### config.mk
export PLATFORM = sky130hd
export DESIGN_NAME = down_counter8
export DESIGN_NICKNAME = d
export VERILOG_FILES = /design/src/rtl/counter_pkg.sv /design/src/rtl/down_counter8.sv
export SDC_FILE = /design/constraint.sdc
export NUM_CORES = 1
export LEC_CHECK = 0
export CAP_MARGIN = 0
export CORE_MARGIN = 2
export CORE_UTILIZATION = 40
export DETAILED_ROUTE_END_ITERATION = 8
export PLACE_DENSITY_LB_ADDON = 0.2
export SYNTH_ARGS = -nofsm -noshare
export SYNTH_HDL_FRONTEND = slang
export SYNTH_SLANG_ARGS = --single-unit
### constraint.sdc
create_clock -name clk -period 1.95 [get_ports clk]
set_clock_uncertainty 0.2 [all_clocks]
set_input_delay 0.2925 -clock clk [delete_from_list [all_inputs] [get_ports clk]]
set_output_delay 0.2925 -clock clk [all_outputs]
set_load 0.01 [all_outputs]
### src/rtl/counter_pkg.sv
// Shared definitions for the loadable down-counter: state encoding and default width.
package counter_pkg;

  // Default counter/load width; must match the downstream zero detector input.
  localparam int unsigned CNT_WIDTH_DEFAULT = 8;

  // Counter control states. Encoding 2'd3 is unused and recovers to ST_IDLE.
  typedef enum logic [1:0] {
    ST_IDLE = 2'd0,
    ST_RUN  = 2'd1,
    ST_DONE = 2'd2
  } cnt_state_e;

endpackage

### src/rtl/down_counter8.sv
// Loadable down-counter feeding the zero detector: load, count enable,
// one-cycle terminal-count pulse, busy status and optional auto-reload.
module down_counter8
  import counter_pkg::*;
#(
  parameter int unsigned WIDTH       = CNT_WIDTH_DEFAULT,
  parameter bit          AUTO_RELOAD = 1'b0
) (
  input  logic             clk,
  input  logic             rst,
  input  logic             load,
  input  logic [WIDTH-1:0] load_val,
  input  logic             en,
  output logic [WIDTH-1:0] cnt_out,
  output logic             busy,
  output logic             done
);

  localparam logic [WIDTH-1:0] CNT_ZERO = {WIDTH{1'b0}};
  localparam logic [WIDTH-1:0] CNT_ONE  = {{(WIDTH-1){1'b0}}, 1'b1};

  cnt_state_e       state_q, state_d;
  logic [WIDTH-1:0] cnt_q, cnt_d;
  logic [WIDTH-1:0] rld_q, rld_d;

  // Next-state logic: load overrides everything, then per-state count/expiry/reload.
  always_comb begin
    state_d = state_q;
    cnt_d   = cnt_q;
    rld_d   = rld_q;
    if (load) begin
      cnt_d = load_val;
      rld_d = load_val;
      if (load_val != CNT_ZERO) begin
        state_d = ST_RUN;
      end else begin
        // A zero load expires immediately so it still produces one done pulse.
        state_d = ST_DONE;
      end
    end else begin
      case (state_q)
        ST_IDLE: begin
          state_d = ST_IDLE;
        end
        ST_RUN: begin
          if (en) begin
            if (cnt_q == CNT_ONE) begin
              cnt_d   = CNT_ZERO;
              state_d = ST_DONE;
            end else if (cnt_q == CNT_ZERO) begin
              // Unreachable in normal operation; never wrap below zero.
              cnt_d   = CNT_ZERO;
              state_d = ST_DONE;
            end else begin
              cnt_d = cnt_q - CNT_ONE;
            end
          end else begin
            cnt_d = cnt_q;
          end
        end
        ST_DONE: begin
          if (AUTO_RELOAD && (rld_q != CNT_ZERO)) begin
            cnt_d   = rld_q;
            state_d = ST_RUN;
          end else begin
            cnt_d   = CNT_ZERO;
            state_d = ST_IDLE;
          end
        end
        default: begin
          // Illegal encoding: return to IDLE, leave the count untouched.
          state_d = ST_IDLE;
        end
      endcase
    end
  end

  // State, count and reload registers with synchronous active-high reset.
  always_ff @(posedge clk) begin
    if (rst) begin
      state_q <= ST_IDLE;
      cnt_q   <= CNT_ZERO;
      rld_q   <= CNT_ZERO;
    end else begin
      state_q <= state_d;
      cnt_q   <= cnt_d;
      rld_q   <= rld_d;
    end
  end

  assign cnt_out = cnt_q;
  assign busy    = (state_q == ST_RUN);
  assign done    = (state_q == ST_DONE);

endmodule

==> PnR_summary.wiki <==
{| class="wikitable"
! Metric !! Value
|-
| Power density relative to cell area || 631 mW/mm²
|-
| Average routed wire per standard cell || 14.9 µm
|-
| Min-Delay Startpoint || cnt_out[1]
|-
| Die boundary width || 46.2 µm
|-
| Post-route ant nets || 0
|-
| Number of iterations in the first detailed-routing pass || 5
|-
| Detail-routed via count per cell || 5.59
|-
| R2r setup slk || 0.03 ns
|-
| Share of the cycle needed by the critical path after routing || 98.4%
|-
| Post-Route WL || 2250 µm
|-
| Number of global-route vias before repair || 805
|-
| Row cnt || 15
|-
| Run status || finished clean
|-
| Buffers on Ports || 21
|-
| Total number of clock tree sinks || 10
|-
| Hold Crit Endpoint || cnt_out[1]
|-
| Worst skew pair latency || 0.26 ns
|-
| Hold depth || 3
|-
| Distinct cell type count after synthesis || 37
|-
| Unrepaired setup endpoints after global routing || yes
|-
| Final antenna diode count || 0
|-
| Min cycle time layout || 1.92 ns
|-
| CP Data Required Time || 1.88 ns
|-
| Worst VDD drop || 0.438 mV
|-
| Peak fanout along the critical path || 3
|-
| Nets in the synthesized netlist || 100
|-
| Number of antenna violations at the first check in global routing || 0
|-
| Most frequent cell after synthesis || dfxtp_1
|-
| Buffer depth of the longest clock path || 2
|-
| Slew HR || 63.0%
|-
| Final hold vios || 0
|-
| Starting utilization of the core area || 41.8%
|-
| Area of the die || 0.00214 mm²
|-
| DRC || 0
|-
| Cell types occupying the most area after synthesis || dfxtp_1 (28%), ha_1 (5.3%), inv_1 (4.2%)
|-
| Reg-to-Reg Start || cnt_out[0]
|-
| Vert. Die Dim || 46.2 µm
|-
| Number of max-cap violations || 0
|-
| Number of flops mapped to enable cells by yosys || 0
|-
| Worst EP arrival || 1.85 ns
|-
| Min Hold Slack || 0.405 ns
|-
| CTS tree || built
|-
| Total congestion overflow after global routing || 0
|-
| Yosys warning count || 0
|-
| Fmax || 521 MHz
|-
| Total I/O pin count || 22
|-
| GRT Total Usage || 23.5%
|-
| Top cell type's share of synthesized area || 28.1%
|-
| Worst R2R Path Depth || 7
|-
| Slew of the pin with the lowest slew margin || 0.553 ns
|-
| Gate Count Post-Synth || 85
|-
| Post-DP HPWL || 1740 µm
|-
| Final setup violation count || 0
|-
| Iter 0 DRT Violations || 32
|-
| Crit start category || flip-flop
|-
| Count of fill cells added during filler insertion || 144
|-
| Capturing point of the worst reg2reg path || cnt_out[6]
|-
| Post-synthesis average cell area || 8.39 µm²
|-
| Fraction of final layout cells with drive strength greater than 1 || 33.3%
|-
| Final Max Tran Viols || 0
|-
| Number of buffers inserted during clock tree synthesis || 3
|-
| Total chip power || 746 µW
|-
| Critical Path Sink Type || flip-flop
|-
| First-pass GRT wire length || 3590 µm
|-
| Clock-pin slew reported for the worst setup and hold paths after clock tree synthesis || 0.07 ns
|-
| Critical path origin || cnt_out[0]
|-
| Number of synthesized register bits || 10
|-
| Post-synthesis async set-or-reset flop share || 0%
|-
| Cell area after synthesis || 713 µm²
|-
| Tightest Hold Check Type || reg2reg
|-
| Clock root buffer master || clkbuf_4
|-
| Prevailing post-synth register cell || dfxtp_1
|-
| Sequential fraction of the synthesis area || 28.1%
|-
| Total via count after detailed routing || 844
|-
| Cell taking the most area after synthesis || dfxtp_1
|-
| Leakage power of the design || 0.000464 µW
|-
| Core Box Area || 0.00171 mm²
|-
| RePlAce Congestion || 0.884
|-
| Layout net count || 143
|-
| Setup CP Type || reg2reg
|-
| H-tree lvl count || 1
|-
| Top post-synthesis cells by count || dfxtp_1 (10), inv_1 (8), nand2_1 (6)
|-
| Area growth from synthesis to final layout || 66.0%
|-
| Maximum number of pins on one net before global-route repair || 12
|}
## worst max-delay path: stages (launching register included)
cell,delay [ns]
dfxtp_2,0.33
inv_2,0.09
ha_4,0.14
or4b_4,0.48
buf_4,0.16
o21a_1,0.16
o21bai_1,0.17
a221oi_2,0.07
## registers in the layout (all words and copies together), names as in the netlist
signal and count:
cnt_out 8, state_q 2
## worst max-delay path by stage
| stage | to | slack (ns) | depth (start not counted) |
|---|---|---|---|
| after global routing | cnt_out[6] | -0.02 | 7 |
| after global placement | cnt_out[1] | -0.05 | 6 |
| after detailed placement | cnt_out[5] | -0.07 | 5 |
| after floorplan | cnt_out[6] | 0.0005 | 6 |
| final | cnt_out[6] | 0.03 | 7 |
| after CTS | cnt_out[6] | 0.002 | 7 |
## metal layers
metal | track usage, % | share of wire [%] | vias to the layer above
met5 | 0 | 0 | -
met4 | 6.86 | 1.0 | 0
met3 | 3.53 | 9.4 | 4
met2 | 36.9 | 47 | 43
met1 | 32.9 | 43 | 383
li1 | - | - | 414
## final cells by class
class                   count  area (µm²)  share of cell area (%)
well taps                  25        31.3                    2.64
flip-flops and latches     10         203                    17.1
clock buffers               3        22.5                    1.90
inverters                   8        32.5                    2.75
multi-input cells          63         524                    44.3
repair buffers             42         370                    31.3
## cell usage in the layout, fill, tap and decap left out, types with 2 or more instances in the layout
master           count
a221oi_2             2
nor3b_1              2
nand3_1              2
o32ai_1              2
clkbuf_4             3
dfxtp_1              8
buf_4               20
o21ai_0              2
inv_1                6
nand2_1              6
o31a_1               3
a211oi_1             2
dfxtp_2              2
ha_2                 2
nor2_1               3
a21oi_1              5
and3_1               2
a31oi_1              2
nand2b_1             2
a22oi_1              2
clkdlybuf4s50_1     20
or4_1                4
## per-stage QoR
| step | setup WS [ns] | TNS, ns | instances | instance area (µm²) | utilization [%] |
|---|---|---|---|---|---|
| 2_1_floorplan | 0.000540 | 0 | 85 | 729 | - |
| 3_3_place_gp | -0.0504 | -0.151 | 147 | 1100 | 64.7 |
| 3_5_place_dp | -0.0681 | -0.225 | 147 | 1100 | 64.7 |
| 4_1_cts | 0.00240 | 0 | 151 | 1150 | 67.4 |
| 5_1_grt | -0.0237 | -0.0237 | 151 | 1180 | 69.3 |
| 6_report | 0.0313 | 0 | 151 | 1180 | 69.3 |
## power breakdown
group	internal (µW)	switching, µW	leakage (µW)
logic	199	158	0.000367
registers	223	23.3	0.0000833
clock network	71.1	72.1	0.0000138
## cell families (layout without fill, tap and decap cells)
logic type               count (synthesis)  in the layout  synth area share (%)
adder cells (fa/ha/maj)                  3              3                  5.26
AND/OR/NAND/NOR                         32             32                  26.7
flip-flops                              10             10                  28.1
buffers and inverters                   12             53                  6.49
AO/OA/AOI/OAI                           28             28                  33.5
## timing repair
item                                    in CTS  in global routing
buffers inserted                             1                  0
hold buffers                                 0                  0
hold endpoints to repair                     0                  0
endpoints found under the setup margin       7                  5
pin swaps                                    3                  3
gates resized for setup                      4                  8
Power figures use the tool's default switching activity.
